$ cat src/rtl/rd_vdma_pkg.sv
// Shared definitions for the VDMA read-path FIFO status controller:
// FSM state encoding and the default request watchdog limit.
package rd_vdma_pkg;

  localparam logic [23:0] TIMEOUT_DEFAULT = 24'hFFF000;

  typedef enum logic [3:0] {
    IDLE     = 4'd0,
    CHECK    = 4'd1,
    BREQ     = 4'd2,
    BWAIT    = 4'd3,
    BFSH     = 4'd4,
    TREQ     = 4'd5,
    TWAIT    = 4'd6,
    TFSH     = 4'd7,
    LINE_END = 4'd8,
    TERR     = 4'd9
  } rd_state_e;

  // True while a request is outstanding with the read master.
  function automatic logic is_req_phase(input rd_state_e st);
    return (st == BREQ) || (st == BWAIT) || (st == TREQ) || (st == TWAIT);
  endfunction

endpackage

$ cat src/rtl/rd_burst_watchdog.sv
// Outstanding-request watchdog for rd_fifo_status_ctrl; only built when
// RD_FIFO_STATUS_TIMEOUT_EN is defined.
`ifdef RD_FIFO_STATUS_TIMEOUT_EN
module rd_burst_watchdog
  import rd_vdma_pkg::*;
#(
  parameter logic [23:0] TIMEOUT = TIMEOUT_DEFAULT
) (
  input  logic clock,
  input  logic rst_n,
  input  logic run,
  output logic expired
);

  logic [23:0] cnt_r;

  // Counts clocks spent with a request outstanding; clears as soon as it resolves.
  always_ff @(posedge clock) begin
    if (!rst_n) begin
      cnt_r <= 24'd0;
    end else if (run) begin
      cnt_r <= cnt_r + 24'd1;
    end else begin
      cnt_r <= 24'd0;
    end
  end

  assign expired = run && (cnt_r == TIMEOUT);

endmodule
`endif

$ cat src/rtl/rd_fifo_status_ctrl.sv
// Read-data FIFO status controller: issues full bursts and one tail burst per
// line while FIFO space allows. Optional watchdog: RD_FIFO_STATUS_TIMEOUT_EN.
module rd_fifo_status_ctrl
  import rd_vdma_pkg::*;
#(
  parameter int          DEPTH     = 512,
  parameter int          CSIZE     = 10,
  parameter int          BURST_LEN = 100,
  parameter int          LSIZE     = 9,
  parameter int          WSIZE     = 16,
  parameter logic [23:0] TIMEOUT   = TIMEOUT_DEFAULT
) (
  input  logic             clock,
  input  logic             rst_n,
  input  logic             enable,
  input  logic             line_start,
  input  logic [WSIZE-1:0] line_len,
  input  logic [CSIZE-1:0] count,
  input  logic             fifo_full,
  output logic             burst_req,
  output logic             tail_req,
  output logic [LSIZE-1:0] req_len,
  input  logic             resp,
  input  logic             done,
  output logic             burst_done,
  output logic             tail_done,
  output logic             line_done,
  output logic             line_overrun,
  output logic             rst_chain
);

  localparam int             CW      = (WSIZE > CSIZE + 1) ? WSIZE : CSIZE + 1;
  localparam logic [CSIZE:0] DEPTH_C = (CSIZE + 1)'(DEPTH);
  localparam logic [CW-1:0]  BURST_X = CW'(BURST_LEN);

  rd_state_e        state_r;
  rd_state_e        fsm_next_s;
  rd_state_e        nstate_s;
  logic [WSIZE-1:0] remaining_r;
  logic [CSIZE:0]   free_s;
  logic [CSIZE:0]   free_r;
  logic [CW-1:0]    rem_x_s;
  logic [CW-1:0]    free_x_s;
  logic             can_go_s;
  logic             timeout_s;
  logic             burst_req_r;
  logic             tail_req_r;
  logic [LSIZE-1:0] req_len_r;
  logic             burst_done_r;
  logic             tail_done_r;
  logic             line_done_r;
  logic             line_overrun_r;
  logic             rst_chain_r;

  // Free space, saturated at zero when count reports more than the FIFO holds.
  always_comb begin
    if ({1'b0, count} > DEPTH_C) begin
      free_s = {(CSIZE + 1){1'b0}};
    end else begin
      free_s = DEPTH_C - {1'b0, count};
    end
  end

  assign rem_x_s  = CW'(remaining_r);
  assign free_x_s = CW'(free_r);
  assign can_go_s = enable && !fifo_full;

`ifdef RD_FIFO_STATUS_TIMEOUT_EN
  rd_burst_watchdog #(
    .TIMEOUT (TIMEOUT)
  ) u_watchdog (
    .clock   (clock),
    .rst_n   (rst_n),
    .run     (is_req_phase(state_r)),
    .expired (timeout_s)
  );
`else
  assign timeout_s = 1'b0 && (TIMEOUT != 24'd0);
`endif

  // Line sequencing: decide full burst, tail burst or line end from CHECK.
  always_comb begin
    fsm_next_s = state_r;
    case (state_r)
      IDLE:     if (line_start) fsm_next_s = CHECK; else fsm_next_s = IDLE;
      CHECK: begin
        if (remaining_r == {WSIZE{1'b0}}) begin
          fsm_next_s = LINE_END;
        end else if (can_go_s && rem_x_s >= BURST_X && free_x_s >= BURST_X) begin
          fsm_next_s = BREQ;
        end else if (can_go_s && rem_x_s < BURST_X && free_x_s >= rem_x_s) begin
          fsm_next_s = TREQ;
        end else begin
          fsm_next_s = CHECK;
        end
      end
      BREQ: begin
        if (resp && done)  fsm_next_s = BFSH;
        else if (resp)     fsm_next_s = BWAIT;
        else               fsm_next_s = BREQ;
      end
      BWAIT:    if (done) fsm_next_s = BFSH; else fsm_next_s = BWAIT;
      BFSH:     fsm_next_s = CHECK;
      TREQ: begin
        if (resp && done)  fsm_next_s = TFSH;
        else if (resp)     fsm_next_s = TWAIT;
        else               fsm_next_s = TREQ;
      end
      TWAIT:    if (done) fsm_next_s = TFSH; else fsm_next_s = TWAIT;
      TFSH:     fsm_next_s = CHECK;
      LINE_END: fsm_next_s = IDLE;
      TERR:     fsm_next_s = IDLE;
      default:  fsm_next_s = IDLE;
    endcase
  end

  // A stuck request overrides normal sequencing.
  always_comb begin
    if (timeout_s) begin
      nstate_s = TERR;
    end else begin
      nstate_s = fsm_next_s;
    end
  end

  // State, free-space snapshot and remaining-word bookkeeping.
  always_ff @(posedge clock) begin
    if (!rst_n) begin
      state_r     <= IDLE;
      free_r      <= {(CSIZE + 1){1'b0}};
      remaining_r <= {WSIZE{1'b0}};
    end else begin
      state_r <= nstate_s;
      free_r  <= free_s;
      if (state_r == IDLE && line_start) begin
        remaining_r <= line_len;
      end else if (state_r == BFSH || state_r == TFSH) begin
        remaining_r <= remaining_r - WSIZE'(req_len_r);
      end else if (state_r == TERR) begin
        remaining_r <= {WSIZE{1'b0}};
      end else begin
        remaining_r <= remaining_r;
      end
    end
  end

  // Registered requests and status pulses; req_len holds between requests.
  always_ff @(posedge clock) begin
    if (!rst_n) begin
      burst_req_r    <= 1'b0;
      tail_req_r     <= 1'b0;
      req_len_r      <= {LSIZE{1'b0}};
      burst_done_r   <= 1'b0;
      tail_done_r    <= 1'b0;
      line_done_r    <= 1'b0;
      line_overrun_r <= 1'b0;
      rst_chain_r    <= 1'b0;
    end else begin
      burst_req_r    <= (nstate_s == BREQ);
      tail_req_r     <= (nstate_s == TREQ);
      if (nstate_s == BREQ) begin
        req_len_r <= LSIZE'(BURST_LEN);
      end else if (nstate_s == TREQ) begin
        req_len_r <= remaining_r[LSIZE-1:0];
      end else begin
        req_len_r <= req_len_r;
      end
      burst_done_r   <= (state_r == BFSH);
      tail_done_r    <= (state_r == TFSH);
      line_done_r    <= (state_r == LINE_END);
      line_overrun_r <= line_start && (state_r != IDLE);
      rst_chain_r    <= (nstate_s == TERR);
    end
  end

  assign burst_req    = burst_req_r;
  assign tail_req     = tail_req_r;
  assign req_len      = req_len_r;
  assign burst_done   = burst_done_r;
  assign tail_done    = tail_done_r;
  assign line_done    = line_done_r;
  assign line_overrun = line_overrun_r;
  assign rst_chain    = rst_chain_r;

endmodule

$ cat config.mk
export PLATFORM = sky130hd
export DESIGN_NAME = rd_fifo_status_ctrl
export DESIGN_NICKNAME = d
export VERILOG_FILES = /design/src/rtl/rd_vdma_pkg.sv /design/src/rtl/rd_burst_watchdog.sv /design/src/rtl/rd_fifo_status_ctrl.sv
export SDC_FILE = /design/constraint.sdc
export NUM_CORES = 1
export LEC_CHECK = 0
export ABC_AREA = 1
export CORE_AREA = 4 4 81 83
export CTS_BUF_LIST = sky130_fd_sc_hd__clkbuf_8 sky130_fd_sc_hd__clkbuf_16
export DETAILED_ROUTE_END_ITERATION = 12
export DIE_AREA = 0 0 85 87
export PLACE_DENSITY_LB_ADDON = 0.08
export SETUP_SLACK_MARGIN = 0.1
export SLEW_MARGIN = 20
export SYNTH_ARGS = -nofsm -noshare
export SYNTH_HDL_FRONTEND = slang
export SYNTH_SLANG_ARGS = --single-unit
$ cat constraint.sdc
create_clock -name clock -period 4.85 [get_ports clock]
set_input_delay 0.97 -clock clock [delete_from_list [all_inputs] [get_ports clock]]
set_output_delay 0.97 -clock clock [all_outputs]
set_load 0.02 [all_outputs]
==> results.md, run 1 <==
Status:
- The run finished with clean final reports.

Critical path:
- The longest individual stage delay on the worst path is 0.78 ns.
- The buffers plus inverters on the worst setup path is 2.
- STA classifies the critical path endpoint as a flip-flop.
- The setup path with the least slack is of type in -> reg.
- Data arrives at the worst endpoint at 2.86 ns.
- The register-to-register path setup slack is 2.61 ns.
- In this run the critical register-to-register path is launched from rem_x_s[0].
- The data required time at the worst endpoint is 5.08 ns.
- The number of cells on the worst reg-to-reg path is 11.
- Of all nets on the critical path, the largest fanout is 21.
- The dominant delay contributor by cell family on the critical path is buffers and inverters.
- Walking the worst path, the cells encountered are clkdlybuf4s50_1 -> inv_1 -> or3_1 -> nor3_1.
- The startpoint type of the worst setup path is a primary input.
- The slowest stage of the critical path is the clkdlybuf4s50_1 cell.
- The end of the worst register-to-register path is rem_x_s[6].

Logic synthesis:
- For this run, the number of Yosys warnings is 0.
- Yosys mapped the design onto 41 distinct sky130hd cell types.
- The number of standard cells after synthesis is roughly 470.
- The net count after synthesis is 527.
- The post-synthesis sequential area ratio is 0.3021.
- The most frequently used flop master after synthesis is dfxtp_1.
- Of the total synthesized cell area, the portion taken by AND, OR, NAND and NOR gates is 0.3740.
- Of the total synthesized cell area, the portion taken by XOR and XNOR cells is 0.005625.
- The adder-cell share of the synthesized area is 0.09080.
- The post-synthesis mux area share is 0.
- The largest family of logic cells by synthesized area is simple AND/OR/NAND/NOR gates.
- The synthesized design contains 0 enable-type register cells.
- Averaged over all synthesized cells, the footprint is 6.598 sq um.
- The area fraction in compound gates after synthesis came to 0.1266.
- The register bit count reported by yosys is 47.
- For this run, asynchronously set or reset flops after synthesis account for 0.
- In this run the cell area of the synthesized design comes to 3114 sq um.

Global route:
- The combined global-route utilization of all metal layers is 0.2192.
- The remaining global-route overflow is 0.
- The via count of the first global-routing pass was about 3,000.
- Entering global routing, the biggest net connects 22 pins.
- The initial antenna violation count was 0.
- The first global-routing pass estimated 13,360 um of wire.

Routing:
- The overall via count from detail_route is 3,106.
- The via density per instance is 5.194.
- The number of iterations in the first detailed-routing pass is 4.
- The final routed DRC violation total is 0.
- Dividing the detail-routed wire length by the instance count gives 12.72 um.
- The count of nets left with antenna violations once routing finished came out at 0.
- For this block, the initial DRC count from the detailed router was 156.
- For this block, the routed nets add up to 7608 um of wire.

Floorplanning:
- The width of the die is 85 um.
- For this design the top-level I/O count stands at 49.
- The core region is 5851 sq um.
- The number of placement rows is 28.
- The die covers 7395 sq um.
- The vertical die dimension is 87 um.
- The initial utilization of the core area, before any placement, comes to 0.5323.

Placement:
- Input and output buffers added on the ports amount to 48.
- The final weighted congestion in routability-driven placement is approximately 0.87.
- Detailed placement finished with a half-perimeter wire length of 5948 um.
- The placed instances occupy a cell area of 3667 sq um.
- In this run, placement finished with an instance count of 590.

Clock network:
- The total setup buffers inserted after CTS is 0.
- TritonCTS built the clock tree.
- The count of instances resized after the clock tree is built is 0.
- In this run, post-CTS hold repair placed 0 buffers.
- The CTS clock-pin slew for the worst setup and hold paths is 0.09 ns.
- The cell chosen for the clock root is clkbuf_8.
- The clock net in this run drives a total of 47 sinks.
- The clock latency of the later-clocked register in the worst-skew pair is 0.31 ns.
- The H-tree level count is 2.
- Buffers inserted during clock tree synthesis total 5.
- The longest clock path from root to sink contains 2 buffers.

Power:
- Power spread over the standard cell area amounts to 271.5 nW/um^2.
- The static leakage power is 1.713 nW.
- Across the VDD grid, the largest voltage drop is between 150 and 200 uV.

Cells and area:
- The area added between synthesis and finish is 21.53%.
- The layout has about 550 filler cells.
- The number of antenna cells inserted is 0.
- The leading cell type in the layout, fill and taps excluded is nand2_1.
- After routing the design area is 3785 sq um.
- The layout cell share with drive strength beyond 1 is 0.07648.
- Measured on the finished design, the core utilization comes to 0.6469.
- The count of non-filler cells in the finished layout is ~600.
- Leaving out fill and tap cells, the most frequent cells in the layout are nand2_1 (112), inv_1 (72), nor2_1 (49), nand3_1 (48), clkdlybuf4s50_1 (48).
- At the end of the flow, the number of nets in the layout was 577.

Timing:
- The share of the clock period used by the worst path is 0.5440.
- The final hold violation count came to 0.
- Summed over all failing endpoints, the final setup total negative slack is 0 ns.
- The clock arrives with 0.009997 ns of skew.
- For this run, the top clock speed supported by timing is 379.0 MHz.
- Setup violations remaining at the end of the flow were counted as 0.
- Setup repair after global routing left no endpoint under its margin.
- At the pin with the least slew margin, the transition time is ~0.74 ns.
- The worst pin sits at a relative slew slack of 0.5041.
- The hold slack is a little under 0.5 ns.
- The post-route minimum period is 2.639 ns.
- The max-slew violation total from the final report was 0.

Worst hold path:
- The worst hold path cell count is 2.
- For hold timing, the worst endpoint is req_len[3].
- The hold path startpoint is req_len[3].
- The classification of the worst-slack hold path is reg -> reg.

Flow run:
- The tool flagged a number of max-cap violations equal to 0.
[report_power, final]
part           total [mW]  switching (mW)  internal [mW]  leakage (nW)
logic               0.296           0.181          0.115          1.27
clock network       0.304           0.137          0.167        0.0612
registers           0.428          0.0230          0.404         0.383
total                1.03           0.342          0.686          1.71
[routing by layer]
metal  global-route usage  routed length (um)  part of all wire  vias to the layer above
met2               0.3976                3648              0.48                       82
met3              0.03311                 435             0.057                        9
met1               0.2674                3445              0.45                     1388
li1                     -                   -                 -                     1627
met4              0.06475                  78             0.010                        0
met5                    0                   0                 0                        -
[layout make-up]
cell class	instances	area [sq um]	share of cell area
Timing Repair Buffer	48	480.5	0.1269
Clock buffer	6	82.58	0.02182
Clock inverter	2	35.03	0.009256
Multi-Input combinational cell	343	1863	0.4922
Inverter	77	289.0	0.07636
Tap cell	75	93.84	0.02479
Sequential cell	47	940.9	0.2486
[how the worst max path moves through the flow]
stage / cells after the start / to / startpoint
6_report: 4 / free_r[10] / rst_n
5_1_grt: 4 / free_r[10] / rst_n
4_1_cts: 4 / free_r[10] / rst_n
2_1_floorplan: 10 / free_r[0] / count[0]
3_5_place_dp: 4 / free_r[10] / rst_n
3_3_place_gp: 4 / free_r[10] / rst_n
[kinds of logic after synthesis]
group                      after synthesis
AOI/OAI and AO/OA                       68
xor gates and xnor gates                 2
adders and majority gates               22
buffers and inverters                   82
DFF                                     47
other                                    1
and+or+nand+nor                        250
[sequential cells by signal, summed over array words and instances (netlist names)]
register      flops
rem_x_s          16
free_r           11
req_len           9
state_r           4
burst_done        1
burst_req         1
line_done         1
line_overrun      1
rst_chain         1
tail_done         1
tail_req          1
[metrics by stage]
stage | total power [mW] | setup WS [ns]
3_3_place_gp | 0.7212 | 2.000
5_1_grt | 1.098 | 2.113
4_1_cts | 1.033 | 2.233
6_report | 1.028 | 2.211
2_1_floorplan | 0.6427 | 2.675
3_5_place_dp | 0.7290 | 1.904
[worst reg2reg max path, stage by stage, from the launching register on]
cell	delay, ns
dfxtp_1	0.38
inv_1	0.08
ha_1	0.15
inv_1	0.07
fa_1	0.45
nand3_1	0.10
nand2_1	0.10
a21boi_0	0.25
inv_1	0.10
or2_2	0.28
nand3_1	0.07
a31oi_1	0.08
[cell usage after synthesis, types with 4 or more instances]
master | n | area (sq um)
nor2_1 | 49 | 183.9
a21o_1 | 4 | 30.03
o21ai_0 | 13 | 65.06
a31oi_1 | 12 | 75.07
inv_1 | 72 | 270.3
nand4_1 | 5 | 31.28
nand2_2 | 6 | 37.54
a21oi_1 | 30 | 150.1
nand3_1 | 48 | 240.2
nor3_1 | 8 | 40.04
nand2_1 | 112 | 420.4
nor2_2 | 4 | 25.02
ha_1 | 21 | 262.8
inv_2 | 4 | 15.01
dfxtp_1 | 47 | 940.9
Note: power is estimated with default switching activity, not from simulation.
==> run 2, diff against run 1 <==
==> constraint.sdc (replaced) <==
create_clock -name clock -period 2.43 [get_ports clock]
set_input_delay 0.486 -clock clock [delete_from_list [all_inputs] [get_ports clock]]
set_output_delay 0.486 -clock clock [all_outputs]
set_load 0.02 [all_outputs]
==> results.md, run 2 (synthesis gave the netlist of run 1 again) <==
Power:
- The proportion of power drawn by combinational gates is 0.280 (-0.008).
- The fraction of power consumed by sequential logic is 0.398 (-0.018).
- The net switching share of the total power is 0.3215 (-0.01090).
- The clock share of power is 0.322 (+0.026).
- The internal portion of total power is 1.455 mW (+110%).
- The peak supply drop is 316.5 uV (+110%).
- The static leakage power is 1.742 nW (+1.7%).
- The switching component of the power was 0.6898 mW (+100%).
- The power per standard cell area is 558.3 nW/um^2 (+110%).

Global route:
- The remaining global-route overflow is 0 (unchanged).
- The via count of the first global-routing pass came to 2,819 (-6.6%).
- The combined global-route utilization of all metal layers came to 0.2095 (-0.009698).
- The wire length of the first global-routing pass is 12,640 um (-5.4%).
- The initial antenna violation count is 0 (unchanged).
- The pin count of the biggest net entering global routing was 21 (-4.5%).

Routing:
- The detailed router used layers up to and including met4.
- The overall via count from detail_route is 3,149 (+1.4%).
- The remaining antenna violation count is 0 (unchanged).
- The routed length on met1 was 3459 um (+0.41%).
- The final wirelength is 7559 um (-0.64%).
- The via density per instance was 5.222 (+0.54%).
- The mean routed wirelength per cell is 12.54 um (-1.5%).
- The amount of wire on met3 after detailed routing is 434 um (-0.23%).
- The amount of wire on met2 after detailed routing was 3528 um (-3.3%).
- The number of DRC violations after detailed-routing iteration 0 is 186 (+19%).
- The number of iterations in the first detailed-routing pass is 5 (+1).
- The final routed DRC violation total is 0 (unchanged).

Cells and area:
- From synthesis to final layout, the design area changed by 23.38%.
- The top cell types in the final layout, fill and taps aside, are nand2_1 (112), inv_1 (72), nor2_1 (49), nand3_1 (48), clkdlybuf4s50_1 (48).
- The total of fill cells in the finished design came to 536 (-3.1%).
- The area taken by multi-input logic gates is 1863 sq um (unchanged).
- The number of antenna cells inserted came to 0 (unchanged).
- The number of nets at the end of the flow is 582 (+0.87%).
- The register area is 942.2 sq um (+0.13%).
- The leading cell type in the layout, fill and taps excluded is nand2_1.
- The flip-flop count of the largest register after layout is 16 (unchanged).
- The layout cell share with drive strength beyond 1 is 0.08712 (+0.01064).
- The count of non-filler cells in the finished layout is 603 (+0.84%).

Critical path:
- The most common cell type on the critical path is inv_1.
- The worst setup path is captured at a flip-flop.
- The longest individual stage delay on the worst path is 0.44 ns (-0.34 ns).
- The worst path arrival time is 2.28 ns (-0.58 ns).
- The worst-path cell with the longest stage delay is fa_1.
- The kind of critical path is reg -> reg.
- The critical path goes through inv_1 -> ha_1 -> inv_1 -> fa_1 -> nand3_1 -> nand2_1 -> a21boi_1 -> inv_1 -> or2_2 -> nand3_1 -> a31oi_1.
- The data required time at the worst endpoint is 2.63 ns (-2.45 ns).
- The worst setup path is launched from a flip-flop.
- The maximum fanout encountered on the critical timing path was 5 (-76%).

Placement:
- The final weighted congestion in routability-driven placement is 0.8751 (about the same).
- The post-placement cell count came to 595 (+0.85%).
- The pre-CTS setup slack is 0.1894 ns (-1.715 ns).
- The count of port buffers added during placement was 48 (unchanged).
- The half-perimeter wire length after placement came to 6041 um (+1.6%).

Status:
- The run finished with clean final reports.

Clock network:
- The clock latency of the later-clocked register in the worst-skew pair is 0.31 ns (about the same).
- The post-cts hold buffer count is 0 (unchanged).
- The cell chosen for the clock root is clkbuf_8.
- The maximum buffer depth of the clock tree is 2 (unchanged).
- The H-tree level count is 2 (unchanged).
- The number of buffers created by CTS came to 5 (unchanged).
- The CTS clock-pin slew for the worst setup and hold paths is 0.10 ns (about the same).
- The total setup buffers inserted after CTS is 0 (unchanged).
- The count of instances resized after the clock tree is built is 0 (unchanged).
- The TritonCTS clock tree is yes.
- The count of clock tree sinks is 47 (unchanged).

Floorplanning:
- The starting density of the core was 0.5323 (unchanged).
- The width of the die is 85 um (unchanged).
- The die area came to 7395 sq um (unchanged).
- The standard cell core area is 5851 sq um (unchanged).
- The vertical die dimension came to 87 um (unchanged).
- The number of placement rows is 28 (unchanged).
- The count of pins on the block boundary is 49 (unchanged).

Timing:
- The headroom to the max-slew limit came to 0.6541 (+0.1499).
- The clock period could shrink to around 2.1 ns.
- Setup repair after global routing left no endpoint under its margin.
- Dividing the final minimum period by the clock period gives 0.8560.
- The least setup slack across all paths after layout is 0.3498 ns (-1.862 ns).
- The transition time at the pin with the least slew margin came to 0.5183 ns (-0.2246 ns).
- The final setup skew is 0.01235 ns (+0.002353 ns).
- The max-slew violation total from the final report is 0 (unchanged).
- The final-layout setup total negative slack is 0 ns (unchanged).
- The number of failing setup endpoints in the final timing report is 0 (unchanged).
- The achievable frequency is 480.7 MHz.
- The final hold violation count was 0 (unchanged).

Worst hold path:
- The tightest min-delay check is of the reg -> reg type.

Flow run:
- The max capacitance violation total is 0 (unchanged).
## run 2: layout make-up
| cell class | count | area share |
|---|---|---|
| timing repair buffer | 53 | 0.1348 |
| clock buffer | 5 | 0.01791 |
| inverter | 77 | 0.07522 |
| multi-input combinational | 343 | 0.4849 |
| sequential | 47 | 0.2452 |
| tap | 75 | 0.02442 |
| clock inverter | 3 | 0.01758 |
## run 2: per-stage QoR
step	hold slack (ns)	util	area (sq um)	power, mW
after floorplan	0.4646	-	3114	1.283
after global placement	0.4776	0.6332	3705	1.448
after detailed placement	0.4813	0.6332	3705	1.467
after CTS	0.4957	0.6565	3841	2.146
after global routing	0.5186	0.6568	3842	2.277
final	0.4951	0.6568	3842	2.145
## run 2: critical path: cells and delay by family, from the launching register on
kind | cells | cell delay (ns)
fa+ha+maj | 2 | 0.58
simple gates | 4 | 0.55
buf+inv | 3 | 0.21
flops | 1 | 0.38
compound gates | 2 | 0.26
## run 2: path summary, 6_finish.rpt
| check | start | to | slack, ns | cells after the start |
|---|---|---|---|---|
| hold reg to reg | req_len[1] | req_len[1] | 0.50 | 2 |
| setup / recovery | rem_x_s[0] | rem_x_s[6] | 0.35 | 11 |
| setup reg to reg | rem_x_s[0] | rem_x_s[6] | 0.35 | 11 |
| hold / removal | req_len[1] | req_len[1] | 0.50 | 2 |
## run 2: layer usage
| metal | track usage | vias up |
|---|---|---|
| li1 | - | 1637 |
| met1 | 0.2635 | 1418 |
| met2 | 0.3644 | 83 |
| met3 | 0.04068 | 11 |
| met4 | 0.06043 | 0 |
| met5 | 0 | - |
## run 2: power groups by stage
stage | Clock (mW) | Combinational (mW) | Sequential (mW)
2_1_floorplan | 0 | 0.422 | 0.860
3_3_place_gp | 0 | 0.578 | 0.870
3_5_place_dp | 0 | 0.596 | 0.870
4_1_cts | 0.695 | 0.599 | 0.852
5_1_grt | 0.730 | 0.688 | 0.859
6_report | 0.690 | 0.601 | 0.853
